<file path="src/rtl/mem_arb_pkg.sv">
// rtl/mem_arb_pkg.sv - shared types and widths for the I/D memory arbiter
package mem_arb_pkg;

    localparam int W_EN_W = 4;
    localparam int DATA_W = 32;

    localparam logic [W_EN_W-1:0] W_EN_LOAD = 4'b0000;

    typedef enum logic [1:0] {
        IDLE = 2'd0,
        RD_I = 2'd1,
        RD_D = 2'd2
    } arb_state_e;

endpackage

</file>
<file path="src/rtl/mem_arbiter_if.sv">
// rtl/mem_arbiter_if.sv - fetch, load/store and SRAM signal bundle for the arbiter
interface mem_arbiter_if
    import mem_arb_pkg::*;
#(
    parameter int AW = 16
) ();

    // Instruction fetch port (read only)
    logic              i_req;
    logic [AW-1:0]     i_addr;
    logic              i_gnt;
    logic              i_rvalid;
    logic [DATA_W-1:0] i_rdata;

    // Load/store port
    logic              d_req;
    logic [W_EN_W-1:0] d_w_en;
    logic [AW-1:0]     d_addr;
    logic [DATA_W-1:0] d_wdata;
    logic              d_gnt;
    logic              d_rvalid;
    logic [DATA_W-1:0] d_rdata;

    // Single-port SRAM side
    logic [W_EN_W-1:0] mem_w_en;
    logic [AW-1:0]     mem_addr;
    logic [DATA_W-1:0] mem_wdata;
    logic [DATA_W-1:0] mem_rdata;

    logic              busy;

    // Arbiter side
    modport slave (
        input  i_req, i_addr,
        input  d_req, d_w_en, d_addr, d_wdata,
        input  mem_rdata,
        output i_gnt, i_rvalid, i_rdata,
        output d_gnt, d_rvalid, d_rdata,
        output mem_w_en, mem_addr, mem_wdata,
        output busy
    );

    // Pipeline plus SRAM side
    modport master (
        output i_req, i_addr,
        output d_req, d_w_en, d_addr, d_wdata,
        output mem_rdata,
        input  i_gnt, i_rvalid, i_rdata,
        input  d_gnt, d_rvalid, d_rdata,
        input  mem_w_en, mem_addr, mem_wdata,
        input  busy
    );

endinterface

</file>
<file path="src/rtl/arb_starve_ctr.sv">
// rtl/arb_starve_ctr.sv - saturating count of consecutive fetch losses
module arb_starve_ctr #(
    parameter int STARVE_MAX = 3
) (
    input  logic clk,
    input  logic rst,
    input  logic inc_i,
    input  logic clr_i,
    output logic at_max_o
);

    localparam logic [3:0] MAX_CNT = 4'(STARVE_MAX);

    logic [3:0] cnt_q;
    logic [3:0] cnt_d;

    // Clear wins over increment; increment stops at the ceiling.
    always_comb begin
        cnt_d = cnt_q;
        if (clr_i) begin
            cnt_d = '0;
        end else if (inc_i && (cnt_q != MAX_CNT)) begin
            cnt_d = cnt_q + 4'd1;
        end
    end

    // Loss counter register
    always_ff @(posedge clk) begin
        if (!rst) begin
            cnt_q <= '0;
        end else begin
            cnt_q <= cnt_d;
        end
    end

    assign at_max_o = (cnt_q == MAX_CNT);

endmodule

</file>
<file path="src/rtl/mem_arbiter.sv">
// rtl/mem_arbiter.sv - shares one single-port SRAM between fetch and load/store
module mem_arbiter
    import mem_arb_pkg::*;
#(
    parameter int AW         = 16,
    parameter int RD_LAT     = 1,
    parameter int STARVE_MAX = 3
) (
    input  logic          clk,
    input  logic          rst,
    mem_arbiter_if.slave  bus
);

    localparam logic [1:0] LAT_INIT = 2'(RD_LAT - 1);

    arb_state_e        state_q;
    arb_state_e        state_d;
    logic [1:0]        lat_cnt_q;
    logic [1:0]        lat_cnt_d;
    logic [DATA_W-1:0] i_rdata_q;
    logic [DATA_W-1:0] d_rdata_q;
    logic [AW-1:0]     last_addr_q;

    logic              accept;
    logic              at_max;
    logic              i_win;
    logic              d_win;
    logic              d_store;
    logic              rd_done;
    logic [AW-1:0]     mem_addr_c;

    // A new request can be taken when idle or in the last cycle of a read,
    // which lets reads issue back to back at one per RD_LAT cycles.
    assign accept  = rst && ((state_q == IDLE) || (lat_cnt_q == 2'd0));

    // D has priority unless fetch has lost STARVE_MAX times in a row.
    assign i_win   = accept && bus.i_req && (!bus.d_req || at_max);
    assign d_win   = accept && bus.d_req && !i_win;
    assign d_store = d_win && (bus.d_w_en != W_EN_LOAD);

    // Read data is on mem_rdata in the final latency cycle.
    assign rd_done = rst && (state_q != IDLE) && (lat_cnt_q == 2'd0);

    arb_starve_ctr #(
        .STARVE_MAX (STARVE_MAX)
    ) u_starve (
        .clk      (clk),
        .rst      (rst),
        .inc_i    (accept && bus.i_req && d_win),
        .clr_i    (accept && (i_win || !bus.i_req)),
        .at_max_o (at_max)
    );

    // Next state: a new grant overrides read completion; stores finish in one cycle.
    always_comb begin
        state_d   = state_q;
        lat_cnt_d = lat_cnt_q;
        if (i_win) begin
            state_d   = RD_I;
            lat_cnt_d = LAT_INIT;
        end else if (d_win && !d_store) begin
            state_d   = RD_D;
            lat_cnt_d = LAT_INIT;
        end else if (d_store || rd_done) begin
            state_d   = IDLE;
            lat_cnt_d = 2'd0;
        end else if (state_q != IDLE) begin
            lat_cnt_d = lat_cnt_q - 2'd1;
        end
    end

    // SRAM address follows the winner and otherwise holds the last one driven.
    always_comb begin
        mem_addr_c = last_addr_q;
        if (i_win) begin
            mem_addr_c = bus.i_addr;
        end else if (d_win) begin
            mem_addr_c = bus.d_addr;
        end
    end

    // FSM, latency counter and read-data capture; reset drops any read in flight.
    always_ff @(posedge clk) begin
        if (!rst) begin
            state_q     <= IDLE;
            lat_cnt_q   <= 2'd0;
            i_rdata_q   <= '0;
            d_rdata_q   <= '0;
            last_addr_q <= '0;
        end else begin
            state_q   <= state_d;
            lat_cnt_q <= lat_cnt_d;
            if (rd_done && (state_q == RD_I)) begin
                i_rdata_q <= bus.mem_rdata;
            end
            if (rd_done && (state_q == RD_D)) begin
                d_rdata_q <= bus.mem_rdata;
            end
            if (i_win || d_win) begin
                last_addr_q <= mem_addr_c;
            end
        end
    end

    assign bus.i_gnt     = i_win;
    assign bus.d_gnt     = d_win;
    assign bus.i_rvalid  = rd_done && (state_q == RD_I);
    assign bus.d_rvalid  = rd_done && (state_q == RD_D);
    assign bus.i_rdata   = i_rdata_q;
    assign bus.d_rdata   = d_rdata_q;
    assign bus.mem_addr  = mem_addr_c;
    assign bus.mem_w_en  = d_win ? bus.d_w_en : W_EN_LOAD;
    assign bus.mem_wdata = d_win ? bus.d_wdata : '0;
    assign bus.busy      = (state_q != IDLE);

endmodule

</file>
<file path="src/flat_wrapper.sv">
// flat-port wrapper written by rule: the top's interface ports become plain ports
module mem_arbiter_flat import mem_arb_pkg::*;
#(
    parameter int AW         = 16,
    parameter int RD_LAT     = 1,
    parameter int STARVE_MAX = 3
)
  (clk, rst, bus_i_req, bus_i_addr, bus_d_req, bus_d_w_en, bus_d_addr, bus_d_wdata, bus_mem_rdata, bus_i_gnt, bus_i_rvalid, bus_i_rdata, bus_d_gnt, bus_d_rvalid, bus_d_rdata, bus_mem_w_en, bus_mem_addr, bus_mem_wdata, bus_busy);
  mem_arbiter_if #(.AW(AW)) bus_i ();
  input  logic clk;
  input  logic rst;
  input wire logic [$bits(bus_i.i_req)-1:0] bus_i_req;
  input wire logic [$bits(bus_i.i_addr)-1:0] bus_i_addr;
  input wire logic [$bits(bus_i.d_req)-1:0] bus_d_req;
  input wire logic [$bits(bus_i.d_w_en)-1:0] bus_d_w_en;
  input wire logic [$bits(bus_i.d_addr)-1:0] bus_d_addr;
  input wire logic [$bits(bus_i.d_wdata)-1:0] bus_d_wdata;
  input wire logic [$bits(bus_i.mem_rdata)-1:0] bus_mem_rdata;
  output wire logic [$bits(bus_i.i_gnt)-1:0] bus_i_gnt;
  output wire logic [$bits(bus_i.i_rvalid)-1:0] bus_i_rvalid;
  output wire logic [$bits(bus_i.i_rdata)-1:0] bus_i_rdata;
  output wire logic [$bits(bus_i.d_gnt)-1:0] bus_d_gnt;
  output wire logic [$bits(bus_i.d_rvalid)-1:0] bus_d_rvalid;
  output wire logic [$bits(bus_i.d_rdata)-1:0] bus_d_rdata;
  output wire logic [$bits(bus_i.mem_w_en)-1:0] bus_mem_w_en;
  output wire logic [$bits(bus_i.mem_addr)-1:0] bus_mem_addr;
  output wire logic [$bits(bus_i.mem_wdata)-1:0] bus_mem_wdata;
  output wire logic [$bits(bus_i.busy)-1:0] bus_busy;
  assign bus_i.i_req = bus_i_req;
  assign bus_i.i_addr = bus_i_addr;
  assign bus_i.d_req = bus_d_req;
  assign bus_i.d_w_en = bus_d_w_en;
  assign bus_i.d_addr = bus_d_addr;
  assign bus_i.d_wdata = bus_d_wdata;
  assign bus_i.mem_rdata = bus_mem_rdata;
  assign bus_i_gnt = bus_i.i_gnt;
  assign bus_i_rvalid = bus_i.i_rvalid;
  assign bus_i_rdata = bus_i.i_rdata;
  assign bus_d_gnt = bus_i.d_gnt;
  assign bus_d_rvalid = bus_i.d_rvalid;
  assign bus_d_rdata = bus_i.d_rdata;
  assign bus_mem_w_en = bus_i.mem_w_en;
  assign bus_mem_addr = bus_i.mem_addr;
  assign bus_mem_wdata = bus_i.mem_wdata;
  assign bus_busy = bus_i.busy;
  mem_arbiter #(.AW(AW), .RD_LAT(RD_LAT), .STARVE_MAX(STARVE_MAX)) u_core (.clk(clk), .rst(rst), .bus(bus_i));
endmodule
</file>
<file path="config.mk">
export PLATFORM = sky130hd
export DESIGN_NAME = mem_arbiter_flat
export DESIGN_NICKNAME = d
export VERILOG_FILES = /design/src/rtl/mem_arb_pkg.sv /design/src/rtl/mem_arbiter_if.sv /design/src/rtl/arb_starve_ctr.sv /design/src/rtl/mem_arbiter.sv /design/src/flat_wrapper.sv
export SDC_FILE = /design/constraint.sdc
export NUM_CORES = 1
export LEC_CHECK = 0
export BUFFER_PORTS_ARGS = -buffer_cell sky130_fd_sc_hd__buf_2
export CAP_MARGIN = 20
export CORE_ASPECT_RATIO = 0.6
export CORE_UTILIZATION = 35
export DETAILED_ROUTE_END_ITERATION = 12
export PLACE_DENSITY = 0.73
export SYNTH_ARGS = -nofsm -noshare
export SYNTH_HDL_FRONTEND = slang
export SYNTH_SLANG_ARGS = --single-unit
</file>
<file path="constraint.sdc">
create_clock -name clk -period 2.8 [get_ports clk]
set_clock_uncertainty 0.15 [all_clocks]
set_input_delay 0.14 -clock clk [delete_from_list [all_inputs] [get_ports clk]]
set_output_delay 0.14 -clock clk [all_outputs]
set_load 0.02 [all_outputs]
</file>
==> results.cfg <==
[critical_path]
cp-end-kind = flop
arrival_ns = 2.73
worstPathRequired_ns = 2.92
timing.critical_path.max_delay_family = buffers and inverters
worstSetupPathType = reg -> reg
worst-r2r-setup-slack_ns = 0.19
crit_slowest_cell = sky130_fd_sc_hd__dlygate4sd3_1
path_buf_inv = 3
top_fanout_value_on_the_critical_path = 54
startpoint_type = flop
timing.critical_path.slowest_cell_delay_ns = 0.55
cp_cell_instances = inv_1 > ha_1 > o21ba_2 > a2111oi_4 > buf_6 > a22oi_1 > a21oi_1 > dlygate4sd3_1

[synth]
yosys_register_bits = 88
synth.yosys.seq_area_share = 0.483
post_synth_main_area_contributors = sky130_fd_sc_hd__dfxtp_1 48%, sky130_fd_sc_hd__nand2_1 17%, sky130_fd_sc_hd__a21oi_1 12%
ys.warnings.count = 0
cell_area_after_technology_mapping_um2 = 3650
synth_fp_nets = 584
asyncSetResetFlopFracSynth = 0
synth_edf_count = 0
synth_cell_type_count = 32
netlist.area_leader.share = 0.483
yosys.area.top_type = sky130_fd_sc_hd__dfxtp_1
avg_synthesized_cell_area_um2 = 7.64
number_of_instances_in_the_synthesized_netlist = 478
postSynth.topFlopCell = sky130_fd_sc_hd__dfxtp_1

[routing]
viasPerCell = 4.88
detailroute.via_count = 4272
detailedRoute.firstPassIterationCount = 5
route.detailed.wl_per_inst_um = 13.7
drt-initial-drc-count = 266
drt_wl_total_um = 12000
drc = 0
antenna_left = 0

[clock_network]
clkLatencyLatePin_ns = 0.32
buffers_inserted_by_post_cts_timing_repair = 0
htreeDepth = 3
clk_path_buf_depth = 2
cts-buffers-inserted = 9
clock_sink_count = 88
tritoncts = built
clk_pin_slew_ns = 0.06
clock-root-buffer = sky130_fd_sc_hd__clkbuf_16

[final_layout]
antenna_cells = 0
fraction_of_final_layout_cells_sized_beyond_drive_strength_1 = 0.342
final_net_count = 841
layout-area-overhead-vs-synth_pct = 56.4
multiInputGateArea_um2 = 1720
final_common_cell = sky130_fd_sc_hd__buf_2
fin_util = 0.572
mostFrequentLayoutCells = 224 x sky130_fd_sc_hd__buf_2, 161 x sky130_fd_sc_hd__nand2_1, 88 x sky130_fd_sc_hd__dfxtp_1
final-seq-area_um2 = 1760
fillerInstances = 917

[timing]
setup_violations = 0
timing_worst_slew_pin_value_ns = 1.09
achievable-frequency_mhz = 383
layout_worst_path_cycle_share = 0.933
worst_slew_margin_rel = 0.274
hold_viol = 0
timing_max_transition_violations_final = 0
final_period_minus_worst_setup_slack_ns = 2.61
totalNegativeSetupSlack_ns = 0
rsz_0062_raised_after_global_routing = no

[grt]
number_of_antenna_violations_at_the_first_check_in_global_routing = 0
grt_pass1_wl_um = 18400
grt_pass1_vias = 3863
globalRouteTotalUtil = 0.213
global_route.overflow_total = 0
grt_max_degree = 69

[power]
power.density_nw_per_um2 = 541
p_leak_nw = 2.72
ir_worst_vdd_v = 0.000300

[floorplan]
top_level_ports = 225
fp.dieArea_um2 = 10900
die_width_um = 134
placementRows = 28
start_util = 0.366
coreArea_um2 = 9980
die_height_um = 81.1

[status]
outcome = completed

[flow_run]
drv_cap = 0

[placed_design]
globalplace.congestion = 0.826
dp_hpwl_um = 8410
placement.io_buffers = 224

[min_path]
hold_class = in -> reg
flip-flops by register name (all words and copies together) (netlist names):
name	flops
u_core.lat_cnt_q	2
u_core.u_starve.cnt_q	4
u_core.last_addr_q	16
u_core.bus.d_rdata	32
u_core.state_q	2
u_core.bus.i_rdata	32
metrics by stage:
stage	area [um^2]	hold slack, ns	instances	setup slack (ns)	power [W]
floorplan	3650	0.126	478	0.618	0.00150
detailed placement	4850	0.249	809	0.378	0.00166
CTS	5700	0.000114	875	0.0146	0.00312
global route	5710	0.0183	875	0.0379	0.00320
global placement	4850	0.243	809	0.548	0.00165
finish	5710	0.0113	875	0.187	0.00309
kinds of logic (layout without fill, tap and decap cells):
family / count (synthesis) / count (layout) / synth area share
adders and majority gates: 2 / 2 / 0.00685
xor gates and xnor gates: 1 / 1 / 0.00240
and+or+nand+nor: 218 / 218 / 0.264
AOI/OAI and AO/OA: 127 / 127 / 0.197
buffers and inverters: 42 / 304 / 0.0469
DFF: 88 / 88 / 0.483
report_power, final:
group	internal (W)	switching, W
logic	0.000179	0.000220
registers	0.00128	0.0000135
clock network	0.000924	0.000473
total	0.00238	0.000707
timing repair:
action | in CTS | in global routing
hold buffers | 50 | 0
endpoints found under the setup margin | 0 | 18
resized for setup | 0 | 2
endpoints found under the hold margin | 74 | 0
tightest hold or removal path: stages:
cell	delay [ns]
sky130_fd_sc_hd__buf_2	0.08
sky130_fd_sc_hd__a22oi_1	0.08
sky130_fd_sc_hd__a21oi_1	0.15
routing by layer:
metal	share of wire	vias up	track usage
met5	0	-	0
li1	-	2099	-
met2	0.48	155	0.352
met1	0.45	1988	0.277
met4	0.023	0	0.0886
met3	0.052	30	0.0400
final timing paths:
kind                                       start                                   to  cells after the start
max reg2reg     u_core.lat_cnt_q[0]$_SDFFE_PP0P_   u_core.last_addr_q[3]$_SDFFE_PN0P_                      8
min reg2reg  u_core.bus.i_rdata[24]$_SDFFE_PN0P_  u_core.bus.i_rdata[24]$_SDFFE_PN0P_                      2
min                                bus_i_addr[1]   u_core.last_addr_q[1]$_SDFFE_PN0P_                      3
max             u_core.lat_cnt_q[0]$_SDFFE_PP0P_   u_core.last_addr_q[3]$_SDFFE_PN0P_                      8
synthesized netlist by cell type, types with 2 or more instances:
library cell and n:
sky130_fd_sc_hd__clkbuf_1 23, sky130_fd_sc_hd__o21ai_0 19, sky130_fd_sc_hd__nand4b_1 3, sky130_fd_sc_hd__ha_1 2, sky130_fd_sc_hd__buf_2 8, sky130_fd_sc_hd__inv_1 6
sky130_fd_sc_hd__nand2_1 161, sky130_fd_sc_hd__and2_1 36, sky130_fd_sc_hd__a21oi_1 85, sky130_fd_sc_hd__buf_1 3, sky130_fd_sc_hd__nor2_1 7, sky130_fd_sc_hd__a22oi_1 16
sky130_fd_sc_hd__nor3_1 2, sky130_fd_sc_hd__dfxtp_1 88, sky130_fd_sc_hd__nor4_1 2
area by class of cell:
class	instances	area share
inverters	7	0.00460
clock buffers	12	0.0449
well taps	135	0.0296
flip-flops and latches	88	0.309
clock inverters	4	0.0173
repair buffers	281	0.294
multi-input cells	348	0.301
No activity file was read; power rests on OpenSTA's default activity.
